===== src/rtl/uc_pkg.sv =====
// Shared definitions for the uc_seq control unit: opcode encodings,
// sequencer state encoding and the default ALU operation width.
package uc_pkg;

   // Default width of the op_alu field
   localparam int UC_ALU_W = 3;

   // Arithmetic instructions are every opcode whose MSB equals this value
   localparam logic       OP_ARITH_MSB = 1'b0;

   // Control-flow and miscellaneous opcodes
   localparam logic [5:0] OP_LI   = 6'b100000;
   localparam logic [5:0] OP_JMP  = 6'b100001;
   localparam logic [5:0] OP_JZ   = 6'b100010;
   localparam logic [5:0] OP_JNZ  = 6'b100011;
   localparam logic [5:0] OP_CALL = 6'b100100;
   localparam logic [5:0] OP_RET  = 6'b100101;
   localparam logic [5:0] OP_NOP  = 6'b100110;
   localparam logic [5:0] OP_HALT = 6'b100111;

   // Sequencer state encoding
   typedef enum logic [1:0] {
      RUN   = 2'd0,
      HALT  = 2'd1,
      FAULT = 2'd2
   } uc_state_t;

endpackage : uc_pkg


===== src/rtl/uc_ret_stack.sv =====
// Return-address stack for call/ret.
// The stack is a circular buffer: head_reg is the next write slot and
// sp_reg counts valid entries (0..DEPTH). The top of stack is read
// combinationally and forced to 0 when the stack is empty.
// Build option UC_STACK_WRAP_EN: a push on a full stack overwrites the
// oldest entry (head wraps, sp stays DEPTH) instead of being dropped.
module uc_ret_stack #(
   parameter int PC_W  = 10,
   parameter int DEPTH = 8
) (
   input  logic            clk,
   input  logic            reset,
   input  logic            push,
   input  logic            pop,
   input  logic [PC_W-1:0] din,
   output logic [PC_W-1:0] top,
   output logic            full,
   output logic            empty
);

   localparam int PTR_W = $clog2(DEPTH);
   localparam int SP_W  = PTR_W + 1;

   logic [PC_W-1:0]  mem [DEPTH];
   logic [PTR_W-1:0] head_reg;
   logic [SP_W-1:0]  sp_reg;
   logic [PTR_W-1:0] top_idx;
   logic             do_push;
   logic             do_pop;

   assign full  = (sp_reg == SP_W'(DEPTH));
   assign empty = (sp_reg == '0);

`ifdef UC_STACK_WRAP_EN
   assign do_push = push;
`else
   assign do_push = push && !full;
`endif
   // An empty-stack pop is ignored; the sequencer turns it into a fault
   assign do_pop  = pop && !push && !empty;

   // Head index and occupancy; DEPTH is a power of two so the head wraps naturally
   always_ff @(posedge clk or negedge reset) begin
      if (!reset) begin
         head_reg <= '0;
         sp_reg   <= '0;
      end else if (do_push) begin
         head_reg <= head_reg + PTR_W'(1);
         if (!full)
            sp_reg <= sp_reg + SP_W'(1);
      end else if (do_pop) begin
         head_reg <= head_reg - PTR_W'(1);
         sp_reg   <= sp_reg - SP_W'(1);
      end
   end

   // Entry storage; contents are don't-care after reset
   always_ff @(posedge clk) begin
      if (do_push)
         mem[head_reg] <= din;
   end

   // Combinational top-of-stack, 0 when nothing has been pushed
   always_comb begin
      top_idx = head_reg - PTR_W'(1);
      top     = empty ? '0 : mem[top_idx];
   end

endmodule : uc_ret_stack


===== src/rtl/uc_seq.sv =====
// uc_seq: instruction decoder and sequencer for the CPU datapath.
// Decodes the 6-bit opcode into PC/register-file mux controls, holds the
// registered zero flag, a return-address stack, and RUN/HALT/FAULT state.
// Build option UC_STACK_WRAP_EN: call on a full stack overwrites the
// oldest return address instead of faulting.
module uc_seq
   import uc_pkg::*;
#(
   parameter int PC_W  = 10,
   parameter int DEPTH = 8,
   parameter int ALU_W = UC_ALU_W
) (
   input  logic             clk,
   input  logic             reset,
   input  logic [5:0]       opcode,
   input  logic             z_alu,
   input  logic [PC_W-1:0]  pc_next,
   output logic             s_inc,
   output logic             s_inm,
   output logic             we3,
   output logic             wez,
   output logic             s_pila,
   output logic [ALU_W-1:0] op_alu,
   output logic [PC_W-1:0]  ret_addr,
   output logic             stack_full,
   output logic             stack_empty,
   output logic             halted,
   output logic             fault
);

   uc_state_t state_reg;
   uc_state_t state_next;
   logic      z_q_reg;
   logic      push_req;
   logic      pop_req;

   uc_ret_stack #(
      .PC_W  (PC_W),
      .DEPTH (DEPTH)
   ) u_ret_stack (
      .clk   (clk),
      .reset (reset),
      .push  (push_req),
      .pop   (pop_req),
      .din   (pc_next),
      .top   (ret_addr),
      .full  (stack_full),
      .empty (stack_empty)
   );

   // State register; HALT and FAULT are left only through reset
   always_ff @(posedge clk or negedge reset) begin
      if (!reset)
         state_reg <= RUN;
      else
         state_reg <= state_next;
   end

   // Next state: halt instruction, call on full stack, ret on empty stack
   always_comb begin
      state_next = state_reg;
      if (state_reg == RUN) begin
         case (opcode)
            OP_HALT: state_next = HALT;
            OP_CALL: begin
`ifndef UC_STACK_WRAP_EN
               if (stack_full)
                  state_next = FAULT;
`endif
            end
            OP_RET: begin
               if (stack_empty)
                  state_next = FAULT;
            end
            default: state_next = state_reg;
         endcase
      end
   end

   // Datapath controls; everything stays 0 outside RUN and while reset is held
   always_comb begin
      s_inc    = 1'b0;
      s_inm    = 1'b0;
      we3      = 1'b0;
      wez      = 1'b0;
      s_pila   = 1'b0;
      op_alu   = '0;
      push_req = 1'b0;
      pop_req  = 1'b0;
      if (reset && (state_reg == RUN)) begin
         if (opcode[5] == OP_ARITH_MSB) begin
            op_alu = ALU_W'(opcode[4:2]);
            we3    = 1'b1;
            wez    = 1'b1;
            s_inc  = 1'b1;
         end else begin
            case (opcode)
               OP_LI: begin
                  s_inm = 1'b1;
                  we3   = 1'b1;
                  s_inc = 1'b1;
               end
               OP_JMP:  s_inc = 1'b0;
               OP_JZ:   s_inc = ~z_q_reg;
               OP_JNZ:  s_inc = z_q_reg;
               OP_CALL: push_req = 1'b1;
               OP_RET: begin
                  // ret_addr is 0 on an empty stack, so PC loads 0 as it faults
                  s_pila  = 1'b1;
                  pop_req = 1'b1;
               end
               OP_NOP:  s_inc = 1'b1;
               OP_HALT: s_inc = 1'b0;
               // Undefined opcodes behave as nop
               default: s_inc = 1'b1;
            endcase
         end
      end
   end

   // Zero flag captures the ALU result only on flag-writing instructions
   always_ff @(posedge clk or negedge reset) begin
      if (!reset)
         z_q_reg <= 1'b0;
      else if (wez)
         z_q_reg <= z_alu;
   end

   assign halted = (state_reg == HALT);
   assign fault  = (state_reg == FAULT);

endmodule : uc_seq

===== config.mk =====
export PLATFORM = sky130hd
export DESIGN_NAME = uc_seq
export DESIGN_NICKNAME = d
export VERILOG_FILES = /design/src/rtl/uc_pkg.sv /design/src/rtl/uc_ret_stack.sv /design/src/rtl/uc_seq.sv
export SDC_FILE = /design/constraint.sdc
export NUM_CORES = 1
export LEC_CHECK = 0
export ABC_AREA = 1
export CORE_ASPECT_RATIO = 1.25
export CORE_MARGIN = 2
export CORE_UTILIZATION = 35
export CTS_CLUSTER_DIAMETER = 60
export DETAILED_ROUTE_END_ITERATION = 10
export GPL_TIMING_DRIVEN = 0
export PLACE_DENSITY = 0.51
export SETUP_SLACK_MARGIN = 0.1
export SLEW_MARGIN = 20
export SYNTH_ARGS = -nofsm -noshare
export SYNTH_HDL_FRONTEND = slang
export SYNTH_SLANG_ARGS = --single-unit

===== constraint.sdc =====
create_clock -name clk -period 3.41 [get_ports clk]
set_input_delay 0.5115 -clock clk [delete_from_list [all_inputs] [get_ports clk]]
set_output_delay 0.5115 -clock clk [all_outputs]
set_load 0.02 [all_outputs]

# --- Word-level counts from Yosys, hierarchy flattened ---
# Memory sizes are Yosys's and may differ from the RTL's.
# Index checks and enable logic that the tools add are counted.
totals:
  register_bits: 10
  ram_bits: 80
  inputBits: 19
  wordCells: 66
  mem_count: 1
mem_list:
  columns: ["name", "depth", "width", "read_ports", "rd_clocked_by_memory_dff", "write_ports", "line_no", "source"]
  rows:
  - ["u_ret_stack.mem", 8, 10, 1, 0, 1, "uc_ret_stack.sv:24", "logic [PC_W-1:0] mem [DEPTH];"]
op_classes:
  addsub: 4
  eq_ne: 13
  n_mux: 29
  bitwise_logic: 1
  reduce_logical: 14
op_table:
  columns: ["operator", "count"]
  rows:
  - ["$eq 6x6->1 const B", 7]
  - ["$mux 1", 17]
  - ["$mux 3", 4]
  - ["$mux 4", 3]
  - ["$mux 10", 1]
  - ["$pmux 2 s3", 1]
  - ["$add 4x1->4 const B", 1]
  - ["$eq 4x4->1 const B", 1]
  - ["$logic_and 1x1->1", 4]
  - ["$logic_not 4->1", 1]
  - ["$mux 2", 2]
  - ["$ne 2x1->1 const B", 2]
  - ["$reduce_and 4->1", 1]
  - ["$reduce_or 4->1", 1]
  - ["$sub 4x1->4 const B", 1]
  - ["$add 3x1->3 const B", 1]
  - ["$logic_not 1->1", 3]
  - ["$pmux 1 s3", 1]
  - ["$reduce_bool 3->1", 1]
  - ["$sub 3x1->3 const B", 1]
  - ["$eq 2x1->1 const B", 1]
  - ["$eq 2x2->1 const B", 1]
  - ["$logic_not 2->1", 1]
  - ["$ne 2x2->1 const B", 1]
  - ["3 further kinds", 3]

# --- Logic depth before layout (Yosys ltp) ---
# Gate-level depths: netlist of the first run.
logic_depth:
  word_depth: 9
  mapped_depth: 14
  ltp_nobuf: 14

# --- Cells and area by module ---
# From an unflattened synthesis of the first run, not the netlist that was laid out.
unflattened:
  hier_cells: 362
  hier_area_um2: 3968.8
by_module_without_submodules:
  columns: ["mod", "n_inst", "cells_each", "area_per_inst_um2"]
  rows:
  - ["uc_ret_stack", 1, 308, 3661.0]
  - ["uc_seq", 1, 54, 307.8]

# --- Least setup slack after synthesis of the first run ---
# Ideal clock, no wire load.
synth_timing:
  path_kind: "reg2out"
  startpoint: "register u_ret_stack.head_reg[0]"
  endpoint: "output ret_addr[1]"
  t_arrival_ns: 2.087
  required_ns: 2.898
  path_slack_ns: 0.812
  path_stages_with_launch: 11
  n_path_buf: 3
  cell_sequence: "dfrtp_1 > clkbuf_1 > inv_1 > clkbuf_1 > ha_1 > inv_1 > clkbuf_1 > o21ai_0 > o22ai_1 > o21ai_0 > a31oi_1"
synth_via:
  elab_chain_cells: 3
synth_rtl:
  columns: ["item", "line_no", "source"]
  rows:
  - ["start, declared", "uc_ret_stack.sv:25", "logic [PTR_W-1:0] head_reg;"]
  - ["start signal, assigned", "uc_ret_stack.sv:48", "head_reg <= head_reg + PTR_W'(1);"]
  - ["start signal, assigned", "uc_ret_stack.sv:52", "head_reg <= head_reg - PTR_W'(1);"]
  - ["$sub 3x1->3", "uc_ret_stack.sv:65", "top_idx = head_reg - PTR_W'(1);"]
  - ["$mem_v2 8x10", null, null]
  - ["$mux 10", "uc_ret_stack.sv:66", "top = empty ? '0 : mem[top_idx];"]
  - ["end, declared", "uc_seq.sv:24", "output logic [PC_W-1:0] ret_addr,"]
# Every way passes these cells.

# --- Worst setup path in the final report of the first run ---
layout_timing:
  startpoint: "register u_ret_stack.head_reg[0]"
  endpoint: "output ret_addr[4]"
# Same word-level chain as after synthesis.

==> flow_metrics.tcl, run 1 <==
set metrics [dict create \
    rsz0062_at_grt "no" \
    fin_nets 437 \
    grt_use_total_pct 16.95 \
    die_x_um 99.41 \
    num_io_pins 41 \
    drive_above_1_share_pct 18.62 \
    cts_max_level 3 \
    relSlewSlack_pct 52.25 \
    worstReg2RegEnd "u_ret_stack.mem[5][4]" \
    arrival_ns 2.65 \
    tightest_slew_ns 0.7124 \
    vias 2806 \
    leakagePower_nw 1.797 \
    syn_area_um2 3983 \
    path_class "register to output pin" \
    mostFrequentLayoutCells "80 x edfxtp_1, 70 x nor2_1, 52 x o21ai_0, 29 x clkdlybuf4s50_1, 25 x nand2_1" \
    area_growth_pct 24.79 \
    final_area_um2 4970 \
    cp_slowest_stage_delay_ns 0.39 \
    ir_drop_mv 0.3421 \
    outcome "finished, final reports clean" \
    ys_seq_area_share_pct 66.60 \
    synth-seq-cells 90 \
    synth_nets 378 \
    cp.required_ns 2.90 \
    finalCritPeriodShare_pct 92.71 \
    met1_length_um 4004 \
    die-area_um2 12250 \
    grt_pass1_wl_um 15070 \
    critPathBufInv 6 \
    core_area_um2 11080 \
    finalSetupViolCount 0 \
    hp-class "input pin to async pin" \
    worst_path_max_delay_cell "dfrtp_1" \
    final_common_cell "edfxtp_1" \
    clk_latency_ns 0.34 \
    cp-end-kind "output pin" \
    routed_via_density 5.065 \
    grt-ovfl-total 0 \
    worst_setup_path_start_kind "register" \
    endpoint "ret_addr[4]" \
    first_iter_violations 228 \
    synth.avg_cell_area_um2 11.22 \
    slew_violations 0 \
    row_count 43 \
    dieHeight_um 123.3 \
    crit_path_max_fanout 10 \
    diodes 0 \
    grt_pass1_vias 2695 \
    startpoint "u_ret_stack.head_reg[0]" \
    ys_warn_count 0 \
    numCtsBuffers 9 \
    r2r_start "state_reg[1]" \
    ctsRootBufferMaster "clkbuf_16" \
    drt-total-wl_um 9753 \
    hold_viol 0 \
    maxCapViolCount 0 \
    drt_pre_antenna_iters 4 \
    highest_layer "met4" \
    fmax_mhz 316.3 \
    cp_cell_sequence "clkbuf_2, inv_2, clkbuf_8, ha_2, inv_1, buf_4, o21ai_0, o22ai_1, o21ai_0, a31oi_1, buf_2" \
    power_mw 2.273 \
    io_buffers 40 \
    postCtsSetupBuffers 0 \
    drt-wirelength-per-cell_um 17.60 \
    cts_tree "yes" \
    antenna_found_initial 0 \
    path_common_cell "o21ai_0" \
    critPathTopFamily "buffers and inverters" \
    post-route-util_pct 44.84 \
    dpl_cell_area_um2 4667 \
    hold_buffers 0 \
    fin_worst_skew_ns 0.009290 \
    cts.clk_slew.worst_paths_ns 0.06 \
    grt_start_max_net_pins 15 \
    r2r_slack_ns 1.11 \
    clockBufferDepth 2 \
    clock_sinks 90 \
    gp_congestion 0.8210 \
    cp_num_cells 11 \
    min_period_ns 3.161 \
    dpl.hpwl_um 6871 \
    initial_core_util_pct 35.93 \
    r2r.worst_path.cells 8 \
    powerDensity_nw_per_um2 457.3 \
    wl_met3_um 532 \
    largest_reg_flops 80 \
    postRouteAntennaNets 0 \
    ys_types 31 \
    drc 0 \
    dr_wl_met2_um 5090 \
    netlist_instances 355 \
    tns_ns 0 \
]
## layer usage
layer | vias to the layer above | GRT usage (%)
met4 | 0 | 5.479
met2 | 76 | 29.22
li1 | 1367 | -
met1 | 1352 | 20.94
met5 | - | 0
met3 | 11 | 4.240
## synth_stat cells (all sizes together)
cell type  instances  area (um^2)
edfxtp            80         2402
nor2              77        321.5
o21ai             54        270.3
nand2             32        152.6
inv               27        101.4
nor3              11        60.06
o22ai             11        68.82
a31oi             10        62.56
dfrtp             10        250.2
clkbuf             9        33.78
nand3              9        67.57
buf                8        40.04
ha                 4        50.05
o221ai             3        26.28
xor2               3        26.28
clkinv             1        5.000
nand3b             1        7.510
nand4              1        6.260
o211ai             1        7.510
o31ai              1        7.510
or2                1        6.260
xnor2              1        8.760
## cells by family after synthesis
| kind of cell | count (synthesis) | synth area share (%) |
|---|---|---|
| simple gates | 132 | 15.61 |
| flops | 90 | 66.60 |
| compound gates | 80 | 11.12 |
| buf+inv | 45 | 4.524 |
| xor+xnor | 4 | 0.8798 |
| fa+ha+maj | 4 | 1.257 |
## power by group
group / leakage, nW / internal [mW] / total (mW) / switching, mW
Combinational: 0.820 / 0.0210 / 0.0479 / 0.0268
Sequential: 0.827 / 1.20 / 1.20 / 0.000341
Clock: 0.150 / 0.636 / 1.02 / 0.388
## worst min path at each step
stage / startpoint / endpoint / slack (ns) / cells past startpoint
floorplan: reset / state_reg[0] / 0.22 / 0
global placement: state_reg[1] / state_reg[1] / 0.48 / 2
detailed placement: state_reg[0] / state_reg[0] / 0.50 / 2
CTS: reset / u_ret_stack.head_reg[2] / 0.25 / 1
global route: reset / u_ret_stack.head_reg[2] / 0.27 / 1
finish: reset / z_q_reg / 0.24 / 1
## cell type report
class | instances | area (um^2)
buffer | 17 | 96.34
clock buffer | 10 | 229.0
clock inverter | 6 | 81.33
fill | 1033 | 6113
inverter | 28 | 106.4
multi-input combinational | 220 | 1199
sequential | 90 | 2653
tap | 135 | 168.9
timing repair buffer | 48 | 436.7
## through the flow
step                      setup WS [ns]  instances  hold slack [ns]
after floorplan                  0.8118        355           0.2159
after global placement          -0.6317        530           0.4847
after detailed placement        -0.6835        538           0.5044
after CTS                        0.1008        554           0.2479
after global routing             0.1050        554           0.2673
final                            0.2486        554           0.2393
## timing repair
| item | CTS | global route |
|---|---|---|
| gates cloned | 0 | 0 |
| setup endpoints to repair | 13 | 10 |
| pin swaps | 0 | 1 |
| gates resized for setup | 32 | 29 |
(Power assumes the default switching activity.)
==> run 2, diff against run 1 <==
--- a/config.mk
+++ b/config.mk
@@ -11,8 +11,9 @@
 export CORE_UTILIZATION = 35
 export CTS_CLUSTER_DIAMETER = 60
 export DETAILED_ROUTE_END_ITERATION = 10
+export DONT_BUFFER_PORTS = 1
 export GPL_TIMING_DRIVEN = 0
-export PLACE_DENSITY = 0.51
+export PLACE_DENSITY = 0.46
 export SETUP_SLACK_MARGIN = 0.1
 export SLEW_MARGIN = 20
 export SYNTH_ARGS = -nofsm -noshare
==> run 2 against run 1 <==
  * Flip-flop and latch count did not move
  * Global-route usage is essentially flat
  * Final area fell by 6.3%
  * Core utilization decreased by 2.8 points
==> flow_metrics.tcl, run 2 (same netlist as run 1, synthesis figures left out) <==
set metrics [dict create \
    outcome "finished, final reports clean" \
    die_x_um 99.41 \
    drive_above_1_share_pct 20.79 \
    startpoint "u_ret_stack.head_reg[0]" \
    nFillCells 1035 \
    cp_cell_sequence "clkbuf_2, inv_2, buf_6, ha_2, xnor2_1, inv_1, clkbuf_1, a31oi_2" \
    grt-ovfl-total 0 \
    switching_share_pct 21.37 \
    core_area_um2 11080 \
    dp.cells 498 \
    finalCritPeriodShare_pct 91.36 \
    p_switching_uw 467.2 \
    multiInputGateArea_um2 1255 \
    rsz0062_at_grt "no" \
    r2r.worst_path.cells 8 \
    hold_viol 0 \
    clk_latency_ns 0.35 \
    clock_sinks 90 \
    critPathBufInv 5 \
    ir_drop_mv 0.2681 \
    die-area_um2 12250 \
    cts_tree "yes" \
    largest_reg_flops 80 \
    holdPathStages 0 \
    leakagePower_nw 1.630 \
    relSlewSlack_pct 39.31 \
    cp_num_cells 8 \
    combPwrFrac_pct 0.6 \
    diodes 0 \
    cts.clk_slew.worst_paths_ns 0.07 \
    worst_path_max_delay_cell "clkbuf_1" \
    grt_start_max_net_pins 19 \
    finalSetupViolCount 0 \
    fin_worst_skew_ns 0.005972 \
    numCtsBuffers 9 \
    gp_congestion 0.8086 \
    min_period_ns 3.115 \
    hp-class "input pin to register" \
    powerDensity_nw_per_um2 469.6 \
    worst_setup_path_start_kind "register" \
    p_int_mw 1.720 \
    postRouteAntennaNets 0 \
    fmax_mhz 321.0 \
    tightest_slew_ns 0.9104 \
    power_mw 2.187 \
    cp.required_ns 2.90 \
    maxCapViolCount 0 \
    antenna_found_initial 0 \
    drt-wirelength-per-cell_um 19.22 \
    final_common_cell "edfxtp_1" \
    postCtsSetupBuffers 0 \
    cp-end-kind "output pin" \
    final_area_um2 4657 \
    row_count 43 \
    cts_max_level 3 \
    drt_pre_antenna_iters 4 \
    num_io_pins 41 \
    dpl.hpwl_um 6761 \
    crit_path_max_fanout 10 \
    p_clk_share_pct 44.5 \
    power.share.sequential_pct 54.9 \
    cp_slowest_stage_delay_ns 0.68 \
    r2r_start "state_reg[1]" \
    dpl_cell_area_um2 4270 \
    vias 2664 \
    clockBufferDepth 2 \
    io_buffers 0 \
    drc 0 \
    arrival_ns 2.60 \
    critPathTopFamily "buffers and inverters" \
    first_iter_violations 165 \
    mostFrequentLayoutCells "80 x edfxtp_1, 70 x nor2_1, 52 x o21ai_0, 25 x nand2_1, 23 x inv_1" \
    grt_pass1_vias 2607 \
    grt_use_total_pct 16.91 \
    initial_core_util_pct 35.93 \
    ctsRootBufferMaster "clkbuf_16" \
    drt-total-wl_um 9896 \
    grt_pass1_wl_um 14870 \
    fin_cells 515 \
    dieHeight_um 123.3 \
    hp-start "pc_next[8]" \
    slew_violations 0 \
    routed_via_density 5.173 \
    path_class "register to output pin" \
    area_growth_pct 16.93 \
    register_area_um2 2653 \
    fin_nets 398 \
]
## run 2: cell count changes in the layout (fill, tap and decap cells not counted), moves of 2 or more
cell             change
clkdlybuf4s50_1     -29
a31oi_1             -10
a31oi_2             +10
clkbuf_2             -5
buf_2                -4
inv_8                +4
buf_4                -3
buf_6                +2
bufinv_16            -2
clkdlybuf4s15_1      -2
clkinv_2             -2
## run 2: repair_timing
action,in CTS,in global routing
setup endpoints to repair,10,10
cloned,0,0
pin swaps,0,1
hold buffers,1,0
hold endpoints to repair,10,0
resized for setup,14,12
## run 2: power groups by stage
stage                     sequential, mW  combinational [mW]  clock [mW]
after floorplan                     1.22             0.00865           0
after global placement              1.22             0.00963           0
after detailed placement            1.22             0.00982           0
after CTS                           1.20              0.0134       0.985
after global routing                1.20              0.0149        1.03
final                               1.20              0.0131       0.974
## run 2: final cells by class
type,count,area share (%)
buffer,17,1.961
tap,135,3.627
inverter,28,2.284
clock buffer,9,4.836
timing repair buffer,9,1.908
clock inverter,7,1.478
sequential,90,56.96
multi-input combinational,220,26.95
## run 2: worst paths after layout
| kind | end | slack [ns] |
|---|---|---|
| max in group asynchronous | z_q_reg | 2.48 |
| worst min-delay path | u_ret_stack.mem[6][8] | 0.26 |
| min in group asynchronous | u_ret_stack.sp_reg[0] | 0.58 |
| worst max-delay path | ret_addr[6] | 0.29 |
| worst max register to register | u_ret_stack.mem[6][4] | 1.21 |
| worst min register to register | z_q_reg | 0.50 |
## run 2: per-layer routing
layer	global-route usage [%]	up-vias	routed length, um
li1	-	1298	-
met1	21.47	1290	4194
met4	7.192	0	153
met5	0	-	0
met3	3.222	11	529
met2	28.38	65	5019
## run 2: metrics by stage
stage	hold slack [ns]	utilization, %	setup TNS, ns	setup slack (ns)
final	0.2553	42.02	0	0.2948
after detailed placement	0.2162	38.53	-1.035	-0.2054
after CTS	0.2476	41.85	0	0.1172
after global placement	0.2162	37.46	-0.9764	-0.2052
after global routing	0.2449	42.02	0	0.1380
after floorplan	0.2159	-	0	0.8118
==> run 3, diff against run 2 <==
--- a/config.mk
+++ b/config.mk
@@ -8,12 +8,12 @@
 export ABC_AREA = 1
 export CORE_ASPECT_RATIO = 1.25
 export CORE_MARGIN = 2
-export CORE_UTILIZATION = 35
+export CORE_UTILIZATION = 63
 export CTS_CLUSTER_DIAMETER = 60
 export DETAILED_ROUTE_END_ITERATION = 10
 export DONT_BUFFER_PORTS = 1
 export GPL_TIMING_DRIVEN = 0
-export PLACE_DENSITY = 0.46
+export PLACE_DENSITY = 0.76
 export SETUP_SLACK_MARGIN = 0.1
 export SLEW_MARGIN = 20
 export SYNTH_ARGS = -nofsm -noshare
==> constraint.sdc (replaced) <==
create_clock -name clk -period 3.26 [get_ports clk]
set_input_delay 0.489 -clock clk [delete_from_list [all_inputs] [get_ports clk]]
set_output_delay 0.489 -clock clk [all_outputs]
set_load 0.02 [all_outputs]
==> run 3 against run 2 <==
  * Flip-flop and latch count is the same
  * Sequential share of layout area up 2.9 points
  * Critical path type unchanged
  * Largest cell class unchanged
  * Via count up 3.1%
  * Clock skew shrank 0.0012 ns
  * Critical path depth is 2 higher
  * Clock-buffer cell count up 1
  * First-iteration DRC count up 30%
  * Cell count shrank 10%
  * Register-to-register slack got worse by 0.22 ns
  * Die area down 43%
  * Worst hold slack got worse by 0.031 ns
  * Clock power decreased by 34%
==> flow_metrics.tcl, run 3 (same netlist as run 1, synthesis figures left out) <==
set metrics [dict create \
    clockBufferDepth 2 \
    gp_congestion 0.8338 \
    row_count 32 \
    vias 2746 \
    leakagePower_nw 1.554 \
    finalSetupViolCount 0 \
    worst_setup_path_start_kind "register" \
    slew_violations 0 \
    fin_cells 462 \
    drt_pre_antenna_iters 5 \
    grt_start_max_net_pins 15 \
    area_growth_pct 11.25 \
    final_common_cell "edfxtp_1" \
    hold_viol 0 \
    path_class "register to output pin" \
    min_period_ns 3.014 \
    cts_max_level 3 \
    postCtsSetupBuffers 0 \
    clock_sinks 90 \
    setup_slack_ns 0.2456 \
    antenna_found_initial 0 \
    fin_nets 395 \
    arrival_ns 2.53 \
    dp.cells 445 \
    drive_above_1_share_pct 19.10 \
    ctsRootBufferMaster "clkbuf_8" \
    outcome "finished, final reports clean" \
    holdPathStages 0 \
    grt_pass1_wl_um 13210 \
    drt-total-wl_um 8715 \
    largest_reg_flops 80 \
    grt_use_total_pct 26.87 \
    relSlewSlack_pct 40.66 \
    cp.required_ns 2.77 \
    core_area_um2 6126 \
    pre_cts_ws_ns -0.1199 \
    final_area_um2 4431 \
    dpl.hpwl_um 5850 \
    tns_ns 0 \
    initial_core_util_pct 65.01 \
    drt-wirelength-per-cell_um 18.86 \
    postRouteAntennaNets 0 \
    tightest_slew_ns 0.8853 \
    ir_drop_mv 0.3666 \
    first_iter_violations 214 \
    num_io_pins 41 \
    diodes 0 \
    grt-ovfl-total 0 \
    numCtsBuffers 9 \
    cp-end-kind "output pin" \
    grt_pass1_vias 2730 \
    die-area_um2 6978 \
    rsz0062_at_grt "no" \
    powerDensity_nw_per_um2 431.1 \
    routed_via_density 5.944 \
    dieHeight_um 92.90 \
    hp-class "input pin to register" \
    fin_worst_skew_ns 0.004813 \
    power_mw 1.910 \
    r2r.worst_path.cells 7 \
    finalCritPeriodShare_pct 92.47 \
    crit_path_max_fanout 10 \
    clk_latency_ns 0.35 \
    io_buffers 0 \
    nFillCells 433 \
    fmax_mhz 331.7 \
    drc 0 \
    mostFrequentLayoutCells "80 x edfxtp_1, 70 x nor2_1, 50 x o21ai_0, 25 x nand2_1, 24 x inv_1" \
    maxCapViolCount 0 \
    die_x_um 75.12 \
    cts_tree "yes" \
    cts.clk_slew.worst_paths_ns 0.08 \
    dpl_cell_area_um2 4167 \
]
run 3: layer usage:
metal	up-vias	track usage, %	share of wire (%)
li1	1283	-	-
met1	1311	30.57	37
met2	136	46.78	53
met3	16	6.746	6.5
met4	0	11.31	2.9
met5	-	0	0
run 3: timing repair:
item | in CTS | in global routing
gates resized for setup | 19 | 6
hold buffers | 1 | 0
hold endpoints to repair | 10 | 0
endpoints found under the setup margin | 10 | 10
run 3: area by class of cell:
class | count | area, um^2 | area share, %
Clock buffer | 10 | 127.6 | 2.881
Tap cell | 85 | 106.4 | 2.400
Timing Repair Buffer | 6 | 47.55 | 1.073
Multi-Input combinational cell | 220 | 1265 | 28.55
Sequential cell | 90 | 2653 | 59.87
Inverter | 28 | 106.4 | 2.400
Buffer | 17 | 91.34 | 2.062
Clock inverter | 6 | 33.78 | 0.7625
run 3: final timing paths:
kind                                    startpoint                       to  slack [ns]
max reg2reg                           state_reg[1]    u_ret_stack.mem[4][4]        0.99
min reg2reg                           state_reg[0]             state_reg[0]        0.52
max                        u_ret_stack.head_reg[0]              ret_addr[7]        0.25
min                                     pc_next[5]    u_ret_stack.mem[3][5]        0.22
min in group asynchronous                    reset  u_ret_stack.head_reg[2]        0.53
max in group asynchronous                    reset    u_ret_stack.sp_reg[0]        2.41
run 3: critical path, stage by stage (launching register included):
cell,delay [ns]
dfrtp_1,0.39
clkbuf_2,0.15
inv_1,0.17
buf_6,0.18
ha_4,0.22
inv_1,0.07
clkbuf_4,0.20
o21ai_0,0.10
o22ai_1,0.15
o21ai_0,0.15
a31oi_2,0.37
run 3: per-stage QoR:
stage               hold WS, ns  util [%]
CTS                      0.2059     72.04
global route             0.2037     72.32
floorplan                0.1934         -
finish                   0.2241     72.32
detailed placement       0.1938     68.01
global placement         0.1937     66.75
run 3: power by group:
| part | leakage, nW | switching [mW] | total [mW] | internal, mW |
|---|---|---|---|---|
| combinational | 0.646 | 0.00907 | 0.0135 | 0.00445 |
| clock | 0.0811 | 0.371 | 0.642 | 0.270 |
| sequential | 0.827 | 0.000400 | 1.25 | 1.25 |
